===== config.mk =====
export PLATFORM = sky130hd
export DESIGN_NAME = alu_ex_stage
export DESIGN_NICKNAME = d
export VERILOG_FILES = /design/src/rtl/ex_pkg.sv /design/src/rtl/alu.sv /design/src/rtl/alu_ex_stage.sv
export SDC_FILE = /design/constraint.sdc
export NUM_CORES = 1
export LEC_CHECK = 0
export ABC_CLOCK_PERIOD_IN_PS = 2000
export BUFFER_PORTS_ARGS = -buffer_cell sky130_fd_sc_hd__buf_2
export CAP_MARGIN = 20
export CORE_MARGIN = 2
export CORE_UTILIZATION = 50
export DETAILED_ROUTE_END_ITERATION = 7
export GPL_TIMING_DRIVEN = 0
export HOLD_SLACK_MARGIN = 0.08
export PLACE_DENSITY = 0.87
export REMOVE_ABC_BUFFERS = 1
export SETUP_SLACK_MARGIN = 0.5
export SLEW_MARGIN = 25
export SYNTH_ARGS = -nofsm -noshare
export SYNTH_HDL_FRONTEND = slang
export SYNTH_SLANG_ARGS = --single-unit
export TNS_END_PERCENT = 1

===== constraint.sdc =====
create_clock -name clk -period 2 [get_ports clk]
set_clock_uncertainty 0.15 [all_clocks]
set_input_delay 0.1 -clock clk [delete_from_list [all_inputs] [get_ports clk]]
set_output_delay 0.1 -clock clk [all_outputs]
set_load 0.01 [all_outputs]

===== src/rtl/ex_pkg.sv =====
// ---------------------------------------------------------------------------
// ex_pkg
//   Shared constants for the execute stage and its ALU:
//   - ALUOP_* : 3-bit ALU operation encodings
//   - BR_*    : branch-type encodings carried with each decoded op
//   - ex_state_t : execute-stage run/halt state
//   - is_branch() : true for the two conditional branch encodings
// ---------------------------------------------------------------------------
package ex_pkg;

   localparam logic [2:0] ALUOP_AND  = 3'b000;
   localparam logic [2:0] ALUOP_OR   = 3'b001;
   localparam logic [2:0] ALUOP_ADD  = 3'b010;
   localparam logic [2:0] ALUOP_LUI  = 3'b011;
   localparam logic [2:0] ALUOP_SLTU = 3'b100;
   localparam logic [2:0] ALUOP_SUB  = 3'b110;
   localparam logic [2:0] ALUOP_SLT  = 3'b111;

   localparam logic [1:0] BR_NONE = 2'b00;
   localparam logic [1:0] BR_BEQ  = 2'b01;
   localparam logic [1:0] BR_BNE  = 2'b10;

   typedef enum logic {
      ST_RUN  = 1'b0,
      ST_HALT = 1'b1
   } ex_state_t;

   // Encoding 11 is reserved and behaves like "no branch".
   function automatic logic is_branch(input logic [1:0] br_type);
      return (br_type == BR_BEQ) || (br_type == BR_BNE);
   endfunction

endpackage


===== src/rtl/alu.sv =====
// ---------------------------------------------------------------------------
// alu
//   Purely combinational ALU.
//   Ports:
//     a, b       : operands (DATA_WIDTH)
//     alu_op     : operation select (ex_pkg ALUOP_*)
//     result     : operation result
//     overflow   : signed overflow, only for ADD/SUB
//     carry_out  : carry out of the shared adder (no-borrow on SUB)
//     zero       : result == 0
// ---------------------------------------------------------------------------
module alu
   import ex_pkg::*;
#(
   parameter int DATA_WIDTH = 32
) (
   input  logic [DATA_WIDTH-1:0] a,
   input  logic [DATA_WIDTH-1:0] b,
   input  logic [2:0]            alu_op,
   output logic [DATA_WIDTH-1:0] result,
   output logic                  overflow,
   output logic                  carry_out,
   output logic                  zero
);

   localparam int LUI_SHIFT = 16;

   logic [DATA_WIDTH-1:0] and_bits;
   logic [DATA_WIDTH-1:0] or_bits;
   logic [DATA_WIDTH-1:0] b_eff;
   logic [DATA_WIDTH-1:0] sum;
   logic                  carry;
   logic                  is_sub;
   logic                  is_addsub;

   for (genvar gi = 0; gi < DATA_WIDTH; gi++) begin : g_logic
      assign and_bits[gi] = a[gi] & b[gi];
      assign or_bits[gi]  = a[gi] | b[gi];
   end

   // One adder serves ADD and SUB: SUB is a + ~b + 1.
   assign is_sub    = (alu_op == ALUOP_SUB);
   assign is_addsub = is_sub || (alu_op == ALUOP_ADD);
   assign b_eff     = is_sub ? ~b : b;
   assign {carry, sum} = {1'b0, a} + {1'b0, b_eff} + {{DATA_WIDTH{1'b0}}, is_sub};

   always_comb begin
      result = '0;
      case (alu_op)
         ALUOP_AND:  result = and_bits;
         ALUOP_OR:   result = or_bits;
         ALUOP_ADD:  result = sum;
         ALUOP_SUB:  result = sum;
         ALUOP_SLT:  result = {{(DATA_WIDTH-1){1'b0}}, ($signed(a) < $signed(b))};
         ALUOP_SLTU: result = {{(DATA_WIDTH-1){1'b0}}, (a < b)};
         ALUOP_LUI:  result = b << LUI_SHIFT;
         default:    result = '0;
      endcase
   end

   // Signed overflow: operands (after the SUB inversion) agree in sign but
   // the sum does not.
   assign overflow  = is_addsub
                    & (a[DATA_WIDTH-1] == b_eff[DATA_WIDTH-1])
                    & (sum[DATA_WIDTH-1] != a[DATA_WIDTH-1]);
   assign carry_out = carry;
   assign zero      = (result == '0);

endmodule


===== src/rtl/alu_ex_stage.sv =====
// ---------------------------------------------------------------------------
// alu_ex_stage
//   Execute stage around the combinational ALU. Takes decoded ops from ID on
//   a valid/ready handshake, resolves BEQ/BNE and signed-overflow traps, and
//   registers the result for MEM/WB (latency 1, one-deep, full throughput).
//   An accepted op that raises an overflow exception halts intake until
//   flush.
//   Ports:
//     clk, resetn           : clock, asynchronous active-low reset
//     flush                 : drop in-flight op and pending input, resume
//     in_valid / in_ready   : input handshake from ID
//     in_alu_op, in_trap_ov, in_br_type, in_src_a, in_src_b,
//     in_wdest, in_wen, in_pc, in_br_target : decoded op fields
//     out_valid / out_ready : output handshake to MEM/WB
//     out_result, out_wdest, out_wen, out_pc,
//     out_br_taken, out_br_target, out_exc_ov : registered op results
// ---------------------------------------------------------------------------
module alu_ex_stage
   import ex_pkg::*;
#(
   parameter int DATA_WIDTH = 32,
   parameter int REG_AW     = 5,
   parameter int PC_W       = 32
) (
   input  logic                  clk,
   input  logic                  resetn,
   input  logic                  flush,
   input  logic                  in_valid,
   output logic                  in_ready,
   input  logic [2:0]            in_alu_op,
   input  logic                  in_trap_ov,
   input  logic [1:0]            in_br_type,
   input  logic [DATA_WIDTH-1:0] in_src_a,
   input  logic [DATA_WIDTH-1:0] in_src_b,
   input  logic [REG_AW-1:0]     in_wdest,
   input  logic                  in_wen,
   input  logic [PC_W-1:0]       in_pc,
   input  logic [PC_W-1:0]       in_br_target,
   output logic                  out_valid,
   input  logic                  out_ready,
   output logic [DATA_WIDTH-1:0] out_result,
   output logic [REG_AW-1:0]     out_wdest,
   output logic                  out_wen,
   output logic [PC_W-1:0]       out_pc,
   output logic                  out_br_taken,
   output logic [PC_W-1:0]       out_br_target,
   output logic                  out_exc_ov
);

   ex_state_t             state_reg, state_next;
   logic                  out_valid_reg, out_valid_next;
   logic [DATA_WIDTH-1:0] result_reg;
   logic [REG_AW-1:0]     wdest_reg;
   logic                  wen_reg;
   logic [PC_W-1:0]       pc_reg;
   logic                  br_taken_reg;
   logic [PC_W-1:0]       br_target_reg;
   logic                  exc_ov_reg;

   logic [2:0]            alu_op_sel;
   logic [DATA_WIDTH-1:0] alu_result;
   logic                  alu_overflow;
   logic                  alu_zero;
   logic                  alu_carry_unused;

   logic                  op_is_branch;
   logic                  br_taken_calc;
   logic                  exc_calc;
   logic                  wen_calc;
   logic                  accept;

   // Branches compare via SUB so that Zero means a == b.
   assign op_is_branch = is_branch(in_br_type);
   assign alu_op_sel   = op_is_branch ? ALUOP_SUB : in_alu_op;

   alu #(
      .DATA_WIDTH (DATA_WIDTH)
   ) u_alu (
      .a         (in_src_a),
      .b         (in_src_b),
      .alu_op    (alu_op_sel),
      .result    (alu_result),
      .overflow  (alu_overflow),
      .carry_out (alu_carry_unused),
      .zero      (alu_zero)
   );

   always_comb begin
      br_taken_calc = 1'b0;
      case (in_br_type)
         BR_BEQ:  br_taken_calc = alu_zero;
         BR_BNE:  br_taken_calc = ~alu_zero;
         default: br_taken_calc = 1'b0;
      endcase
   end

   assign exc_calc = in_trap_ov & alu_overflow;
   // r0 is hard-wired, so a write to it is suppressed here too.
   assign wen_calc = in_wen & ~op_is_branch & ~exc_calc & (in_wdest != '0);

   // Ready whenever the output slot is empty or emptying this edge.
   assign in_ready = (state_reg == ST_RUN) & ~flush & (~out_valid_reg | out_ready);
   assign accept   = in_valid & in_ready;

   always_comb begin
      state_next = state_reg;
      case (state_reg)
         ST_RUN:  if (accept && exc_calc) state_next = ST_HALT;
         ST_HALT: state_next = ST_HALT;
         default: state_next = ST_RUN;
      endcase
      if (flush) state_next = ST_RUN;
   end

   always_comb begin
      out_valid_next = out_valid_reg;
      if (flush)          out_valid_next = 1'b0;
      else if (accept)    out_valid_next = 1'b1;
      else if (out_ready) out_valid_next = 1'b0;
   end

   always_ff @(posedge clk or negedge resetn) begin
      if (!resetn) begin
         state_reg     <= ST_RUN;
         out_valid_reg <= 1'b0;
      end else begin
         state_reg     <= state_next;
         out_valid_reg <= out_valid_next;
      end
   end

   // Payload loads only on accept, so it holds while back-pressured.
   always_ff @(posedge clk or negedge resetn) begin
      if (!resetn) begin
         result_reg    <= '0;
         wdest_reg     <= '0;
         wen_reg       <= 1'b0;
         pc_reg        <= '0;
         br_taken_reg  <= 1'b0;
         br_target_reg <= '0;
         exc_ov_reg    <= 1'b0;
      end else if (accept) begin
         result_reg    <= alu_result;
         wdest_reg     <= in_wdest;
         wen_reg       <= wen_calc;
         pc_reg        <= in_pc;
         br_taken_reg  <= br_taken_calc;
         br_target_reg <= in_br_target;
         exc_ov_reg    <= exc_calc;
      end
   end

   assign out_valid     = out_valid_reg;
   assign out_result    = result_reg;
   assign out_wdest     = wdest_reg;
   assign out_wen       = wen_reg;
   assign out_pc        = pc_reg;
   assign out_br_taken  = br_taken_reg;
   assign out_br_target = br_target_reg;
   assign out_exc_ov    = exc_ov_reg;

endmodule


# Yosys cells after proc, flatten, opt, wreduce, memory -nomap -nowiden
# Index checks and enable logic that the tools add are counted.
[totals]
regBits = 106
in_bits = 145
output_inout_bits = 106
elab_cells = 122
[op_classes]
add_sub_neg = 2
order_cmp = 2
eq_ne = 10
muxes = 10
bitwise = 81
n_reduce_logical = 8
[op_table]
columns = ["cell", "count"]
rows = [
  ["case mux 32 bit (6 select lines)", 1],
  ["less-than comparator 32 bit", 2],
  ["AND 1 bit", 41],
  ["bitwise OR 1 bit", 33],
  ["adder 32 x 1 -> 32 bit", 1],
  ["adder 32 bit", 1],
  ["logical NOT 32 bit", 1],
  ["two-way mux 32 bit", 1],
  ["NOT 32 bit", 1],
  ["equality test 3 bit, second input constant", 3],
  ["equality test 3 x 2 -> 1 bit, second input constant", 2],
  ["NOT 1 bit", 6],
  ["two-way mux 1 bit", 5],
  ["nonzero test 5 bit", 1],
  ["case mux 1 bit (2 select lines)", 2],
  ["equality test 3 x 1 -> 1 bit, second input constant", 1],
  ["logical NOT 3 bit", 1],
  ["two-way mux 3 bit", 1],
  ["nonzero test 3 bit", 1],
  ["equality test 2 x 1 -> 1 bit, second input constant", 1],
  ["equality test 2 bit, second input constant", 1],
  ["logical OR 1 bit", 2],
  ["OR reduction 2 bit", 1],
  ["equality test 1 bit", 1],
  ["other kinds (2)", 2],
]

# Longest topological paths before layout
# Gate-level depths: netlist (run 1).
[logic_depth]
depth_word = 14
depth_mapped = 20
depth_no_buf = 18

# Hierarchy
# From an unflattened synthesis (run 1), not the netlist that was laid out.
[hier_totals]
cells_unflattened = 920
area_unflattened_um2 = 9273.9
[modules_own_cells]
columns = ["module", "instances", "cells_each", "area_per_inst_um2", "seq_area_each_um2"]
rows = [
  ["alu", 1, 676, 4986.0, 0.0],
  ["alu_ex_stage", 1, 244, 4287.9, 2652.5],
]

# Worst setup path before layout (run 1)
# No wires, ideal clock.
[synth_path]
path_kind = "input port to flip-flop"
start = "input port in_br_type[0]"
end = "register br_taken_reg, in the netlist out_br_taken"
setup_ps = 121
arrival_time_ps = 4300
required_ps = 1729
path_slack_ps = -2571
path_stages = 20
path_buffers = 2
cell_sequence = "inv_1 ha_1 buf_6 nand2_1 buf_1 xnor2_1 inv_1 fa_1 and2b_1 o21ai_2 a2111o_1 a31oi_1 a21oi_2 xnor2_1 a221oi_1 nand4_1 or4_1 and4bb_1 a31oi_1 o22a_1"
[synth_between]
elab_chain_len = 11
elab_cells_between_ends = 19
classes_between = "add/sub: 2; eq/ne: 8; mux: 4; bitwise: 1; reduce/logical: 4"
[synth_rtl]
columns = ["element", "line_no", "source"]
rows = [
  ["from (decl)", "alu_ex_stage.sv:32", "input logic [1:0] in_br_type,"],
  ["equality test 2 x 1 -> 1 bit / equality test 2 bit (equally long branches)", "ex_pkg.sv:30, alu_ex_stage.sv:90", ""],
  ["logical OR 1 bit", "ex_pkg.sv:30", "return (br_type == BR_BEQ) || (br_type == BR_BNE);"],
  ["two-way mux 3 bit", "alu_ex_stage.sv:74", "assign alu_op_sel = op_is_branch ? ALUOP_SUB : in_alu_op;"],
  ["equality test 3 bit", "alu.sv:42, alu.sv:49", ""],
  ["two-way mux 32 bit", "alu.sv:44", "assign b_eff = is_sub ? ~b : b;"],
  ["adder 32 bit", "alu.sv:45", "assign {carry, sum} = {1'b0, a} + {1'b0, b_eff} + {{DATA_WIDTH{1'b0}}, is_sub};"],
  ["adder 32 x 1 -> 32 bit", "alu.sv:45", ""],
  ["case mux 32 bit (6 select lines)", "alu.sv:49", "case (alu_op)"],
  ["logical NOT 32 bit", "alu.sv:67", "assign zero = (result == '0);"],
  ["NOT 1 bit", "alu_ex_stage.sv:92", "BR_BNE: br_taken_calc = ~alu_zero;"],
  ["case mux 1 bit (2 select lines) (*)", "alu_ex_stage.sv:90", "case (in_br_type)"],
  ["to (signal assigned)", "alu_ex_stage.sv:147", "br_taken_reg <= br_taken_calc;"],
  ["to (decl)", "alu_ex_stage.sv:56", "logic br_taken_reg;"],
]
# Mark *: on every way between the ends. The rest lies on a longest branch, timed or not.
# A chain may end at the register's enable or synchronous reset.

# Final worst setup path (run 1)
# Ends and elaborated chain as after synthesis.

==> run summary, run 1 <==
Status - complete, but fails checks
Failing checks - negative setup slack
Largest net degree at the start of global routing - 77
Gr usage total - 0.300
Nets - 1674
Asr flop ratio synth - 1.00
Switching share of total power - 0.398
Initial Utilization - 0.506
Clock power frac - 0.204
CTS Buf Count - 9
Port Buffer Count - 250
Crit path kind - in -> reg
I/O Pins - 251
Crit path time final - 4060 ps
DRT Pass-1 Iters - 7
Area delta synth->final - 33.1%
Most used DFF post-synth - dfrtp_1
Post-Layout Inst Area - 11600 sq um
Req. time, crit path - 2080 ps
Placed cell areas - 10200 sq um
Vias per Instance - 5.59
CTS tree - built
Final Hold Fails - 0
Chip height - 136 um
Layout cells sized above 1 - 0.239
# setup viols final - 41
Combinational Power Share - 0.471
Psw - 3.47 mW
Post-synth EDFFs - 0
Pre-CTS setup slack - -3760 ps
DIE WIDTH - 136 um
Grt total ovfl - 0
Layout filler cell count - 1315
DRT iter0 DRCs - 629
Crit. End Element - flop
Seq cells post-synth - 106
Sequential share of the synthesized area - 0.305
Maximum root-to-sink buffer count - 2
Clock Sinks - 106
Largest cells by area after synthesis - dfrtp_1, ha_1, nand2_1
# Max-Cap Violations - 0
Capture point of the worst reg-to-reg path - out_br_target[25]$_DFFE_PN0P_
Worst slew pin tran - 960 ps
Static leakage - 6.16 nW
Seq pwr share - 0.325
GP Congestion - 0.966
DR WL/cell - 17.7 um
Die area - 18500 sq um
DRC errors left - 0
Clock-pin slew on the worst setup and hold paths - 70 ps
Post-route non-filler standard cell count - 1623
Synth Instances - 1086
Routed wire length - 28700 um
Via count - 9067
Slew Viols, Final - 0
First-pass GRT wire length - 43800 um
Hold path cells - 3
Routed Antenna Nets - 0
FF-to-FF path depth - 6
Critical path peak fanout - 5
RSZ-0062 raised after global routing - yes
Initial antenna violation count - 4
Number of global-route vias before repair - 8787
Row Count - 48
Worst R2R Start - out_valid$_DFFE_PN0P_
Synth Area per Inst - 8.01 sq um
DPL Wire Length - 19700 um
Max VDD drop - 0.535 mV
Top cell type's share of synthesized area - 0.305
Most frequent cells after synthesis - nand2_1, ha_1, dfrtp_1, inv_1, nor2_1
Htree depth - 3
HP Class - in -> reg
Crit start category - input pin
Clock root buffer - clkbuf_16
Clock insertion delay at the later pin of the skew report - 340 ps
Post-synth top area cell - dfrtp_1
Flop2flop setup slack - -30 ps
Synth unique cells - 68
Tcrit/Tclk final - 2.03
Top-count cell post-synth - nand2_1
Hold EP - out_result[28]$_DFFE_PN0P_
CP arrival - 4140 ps
Final setup margin - -2060 ps
Int Power - 5.26 mW
TNS Setup - -30690 ps
Power Dens Cells - 754 nW/um^2
Area of the core - 17200 sq um
Inst Count DP - 1519
Min Hold Slack - 32.6 ps
Slew HR - 0.359
Cts hold-fix bufs - 74
Warnings from Yosys - 0
Mapped Area - 8700 sq um
Hold_sp - in_src_b[12]
Fmax - 246 MHz
worst max-delay path, cell delays in order:
cell,delay (ps)
buf_8,80
inv_4,30
ha_4,320
nand2_8,100
xnor2_2,190
inv_2,60
fa_2,400
and2b_1,240
o21ai_2,100
a2111o_1,430
a31oi_4,260
o22a_2,200
xor2_1,70
a221oi_2,360
nand4_1,190
or4_1,450
and4bb_1,310
a31oi_1,90
o22a_1,170
power groups by stage:
stage                     combinational [mW]  sequential [mW]  clock (mW)
final                                   4.11             2.84        1.78
after global routing                    4.48             2.88        1.89
after CTS                               3.93             2.81        1.80
after detailed placement                3.64             2.85           0
after global placement                  3.54             2.82           0
after floorplan                         2.02             3.06           0
cell usage in the layout, fill, tap and decap left out, types with 11 or more instances in the layout:
master	count
a221oi_1	15
dlygate4sd3_1	74
a21oi_1	48
xnor2_1	46
buf_4	12
o21ai_0	37
buf_2	246
ha_1	131
nand2_1	306
nand4_1	11
inv_1	83
nor2_1	65
dfrtp_1	106
area by class of cell:
type | count | area [sq um] | area share
Multi-Input combinational cell | 849 | 5780 | 0.499
Sequential cell | 106 | 2650 | 0.229
Timing Repair Buffer | 341 | 2240 | 0.193
Inverter | 85 | 322 | 0.0278
Tap cell | 225 | 282 | 0.0243
Clock buffer | 9 | 225 | 0.0194
Clock inverter | 6 | 75.1 | 0.00648
Antenna cell | 2 | 5.00 | 0.000432
per-stage QoR:
stage	power, mW	util
floorplan	5.09	-
global placement	6.37	0.585
detailed placement	6.49	0.593
CTS	8.55	0.669
global route	9.25	0.674
finish	8.73	0.674
layer usage:
metal,vias to the layer above,wire [um],GRT usage
li1,4261,-,-
met1,4210,11200,0.349
met2,468,13600,0.516
met3,124,2160,0.0578
met4,4,1740,0.172
met5,-,27,0
worst max path at each step:
| stage | startpoint | to | slack (ps) | cells past startpoint |
|---|---|---|---|---|
| after global placement | in_br_type[0] | out_br_taken$_DFFE_PN0P_ | -4680 | 19 |
| final | in_br_type[0] | out_br_taken$_DFFE_PN0P_ | -2060 | 19 |
| after floorplan | in_br_type[0] | out_br_taken$_DFFE_PN0P_ | -3060 | 18 |
| after CTS | in_br_type[0] | out_br_taken$_DFFE_PN0P_ | -2050 | 19 |
| after detailed placement | in_br_type[0] | out_br_taken$_DFFE_PN0P_ | -3760 | 19 |
| after global routing | in_br_type[0] | out_br_taken$_DFFE_PN0P_ | -2190 | 20 |
kinds of logic after synthesis:
logic type               count (synthesis)  synth area share
AO/OA/AOI/OAI                          200             0.154
adder cells (fa/ha/maj)                137             0.198
flip-flops                             106             0.305
multiplexers                             7           0.00805
AND/OR/NAND/NOR                        450             0.222
XOR/XNOR                                55            0.0554
buffers and inverters                  131            0.0584
what timing repair did:
| action | CTS | global route |
|---|---|---|
| pin swaps | 37 | 14 |
| gates resized for setup | 41 | 23 |
| setup endpoints to repair | 107 | 107 |
| endpoints found under the hold margin | 180 | 1 |
| buffers inserted | 11 | 2 |
(Power assumes the default switching activity.)
==> inputs of run 2 (changes only) <==
==> constraint.sdc (replaced) <==
create_clock -name clk -period 2 [get_ports clk]
set_clock_uncertainty 0.15 [all_clocks]
set_input_delay 0.4 -clock clk [delete_from_list [all_inputs] [get_ports clk]]
set_output_delay 0.4 -clock clk [all_outputs]
set_load 0.01 [all_outputs]
==> run summary, run 2 (synthesized netlist as in run 1, its figures left out) <==
Status - complete, but fails checks
Failing checks - negative setup slack
Initial Utilization - 0.506 (unchanged)
Vias per Instance - 5.46 (-2.2%)
Port Buffer Count - 250 (unchanged)
Most frequent cells in the layout - nand2_1, buf_2, ha_1, dfrtp_1, inv_1
Layout cells sized above 1 - 0.271 (+0.0313)
Capture point of the worst reg-to-reg path - out_pc[18]$_DFFE_PN0P_
DIE WIDTH - 136 um (unchanged)
I/O Pins - 251 (unchanged)
Slew Viols, Final - 0 (unchanged)
Worst R2R Start - out_valid$_DFFE_PN0P_
TNS Setup - -39970 ps (-9280 ps)
Pre-CTS setup slack - -4060 ps (-300 ps)
Total power - 8.65 mW (-0.88%)
Met2 GRT Util - 0.459 (-0.0575)
DR WL/cell - 16.5 um (-6.8%)
Static leakage - 5.92 nW (-3.9%)
DRT Pass-1 Iters - 5 (-2)
Hold EP - out_pc[3]$_DFFE_PN0P_
Fmax - 227 MHz (-7.8%)
Clock-pin slew on the worst setup and hold paths - 70 ps (about the same)
Power Dens Cells - 785 nW/um^2 (+4.1%)
DRC errors left - 0 (unchanged)
Area delta synth->final - 26.7%
DPL Wire Length - 19700 um (unchanged)
Htree depth - 3 (unchanged)
Int Power - 5.25 mW (-0.16%)
CP cell instances - buf_8, inv_4, ha_4, nor2b_4, a21o_1, fa_2, and2b_2, o21ai_4, a2111o_1, a31oi_4, o22a_2, xor2_1, a221oi_2, nand4_1, or4_1, and4bb_1, a31oi_1, o22a_1
Layout filler cell count - 1438 (+9.4%)
Row Count - 48 (unchanged)
Hold_sp - in_pc[3]
M1 GR Usage - 0.309 (-0.0406)
Nets - 1605 (-4.1%)
Max VDD drop - 0.510 mV (-4.7%)
Post-Layout Inst Area - 11000 sq um (-4.8%)
HP Class - in -> reg
Clock root buffer - clkbuf_16
Seq pwr share - 0.325 (about the same)
Chip height - 136 um (unchanged)
CTS Buf Count - 9 (unchanged)
Worst slew pin tran - 994 ps (+34.1 ps)
Max incr delay on CP - 550 ps (+100 ps)
Clock insertion delay at the later pin of the skew report - 340 ps (about the same)
Met3 Use GR - 0.0436 (-0.0142)
Final setup margin - -2410 ps (-343 ps)
Largest net degree at the start of global routing - 77 (unchanged)
Maximum root-to-sink buffer count - 2 (unchanged)
Clock Sinks - 106 (unchanged)
Placed cell areas - 10200 sq um (unchanged)
CP top delay family - compound AO/OA/AOI/OAI gates
First-pass GRT wire length - 39000 um (-11%)
Crit-path slowest cell - or4_1
GP Congestion - 0.966 (unchanged)
Critical path peak fanout - 4 (-1)
Routed wire length - 25700 um (-11%)
Req. time, crit path - 2080 ps (about the same)
Crit path time final - 4410 ps (+343 ps)
Initial antenna violation count - 5 (+1)
Psw - 3.40 mW (-2.0%)
Crit. End Element - flop
Via count - 8498 (-6.3%)
Gr usage total - 0.266 (-0.0345)
CP arrival - 4480 ps (+340 ps)
GR peak layer - met2
FF-to-FF path depth - 6 (unchanged)
RSZ-0062 raised after global routing - yes
Number of global-route vias before repair - 8029 (-8.6%)
Crit path kind - in -> reg
Sum of buffers and inverters on the critical path - 2 (-1)
Grt total ovfl - 0 (unchanged)
Die area - 18500 sq um (unchanged)
Clock power frac - 0.203 (about the same)
Combinational Power Share - 0.472 (about the same)
Final Hold Fails - 0 (unchanged)
Flop2flop setup slack - 80 ps (+110 ps)
Area of the core - 17200 sq um (unchanged)
Hold path cells - 3 (unchanged)
# Max-Cap Violations - 0 (unchanged)
Switching share of total power - 0.393 (-0.00436)
Most common cell after layout, fill and taps aside - nand2_1
Crit start category - input pin
DRT iter0 DRCs - 452 (-28%)
# setup viols final - 34 (-17%)
CTS tree - built
Slew HR - 0.336 (-0.0228)
Tcrit/Tclk final - 2.20 (+0.171)
Routed Antenna Nets - 0 (unchanged)
==> run 2: what timing repair did <==
action | in CTS | in global routing
hold buffers | 1 | 0
pin swaps | 37 | 31
setup buffers | 11 | 6
hold endpoints to repair | 30 | 0
resized for setup | 42 | 50
endpoints found under the setup margin | 107 | 107
==> run 2: layer usage <==
metal | wire length (um) | vias up
met5 | 13 | -
met4 | 1470 | 2
met3 | 1520 | 93
met2 | 12500 | 346
met1 | 10200 | 3933
li1 | - | 4124
==> run 2: worst max-delay path by stage <==
stage                   from  depth (start not counted)                  endpoint
6_report       in_br_type[0]                         18  out_br_taken$_DFFE_PN0P_
5_1_grt        in_br_type[0]                         20  out_br_taken$_DFFE_PN0P_
4_1_cts        in_br_type[0]                         19  out_br_taken$_DFFE_PN0P_
3_5_place_dp   in_br_type[0]                         19  out_br_taken$_DFFE_PN0P_
3_3_place_gp   in_br_type[0]                         19  out_br_taken$_DFFE_PN0P_
2_1_floorplan  in_br_type[0]                         18  out_br_taken$_DFFE_PN0P_
==> run 2: through the flow <==
step	hold slack, ps	util	std cells
finish	99.0	0.642	1556
detailed placement	152	0.593	1519
floorplan	-45.6	-	1040
global placement	303	0.585	1515
global route	102	0.642	1555
CTS	86.4	0.627	1546
==> run 2: cell type report <==
cell class | instances | area (sq um) | area share
Antenna cell | 4 | 10.0 | 0.000908
Tap cell | 225 | 282 | 0.0255
Timing Repair Buffer | 272 | 1540 | 0.140
Multi-Input combinational cell | 849 | 5920 | 0.537
Inverter | 85 | 322 | 0.0292
Clock buffer | 9 | 225 | 0.0204
Clock inverter | 6 | 75.1 | 0.00681
Sequential cell | 106 | 2650 | 0.241
==> run 2: worst reg2reg max path: cells and delay by family, from the launching register on <==
family                 cells  cell delay, ps
buffers and inverters      1             290
DFF                        1             390
and+or+nand+nor            5            1030
==> run 2: power groups by stage <==
stage / logic (mW) / clock network [mW] / registers (mW)
6_report: 4.09 / 1.75 / 2.81
2_1_floorplan: 2.02 / 0 / 3.06
3_5_place_dp: 3.64 / 0 / 2.85
3_3_place_gp: 3.54 / 0 / 2.82
4_1_cts: 3.83 / 1.80 / 2.81
5_1_grt: 4.47 / 1.88 / 2.86
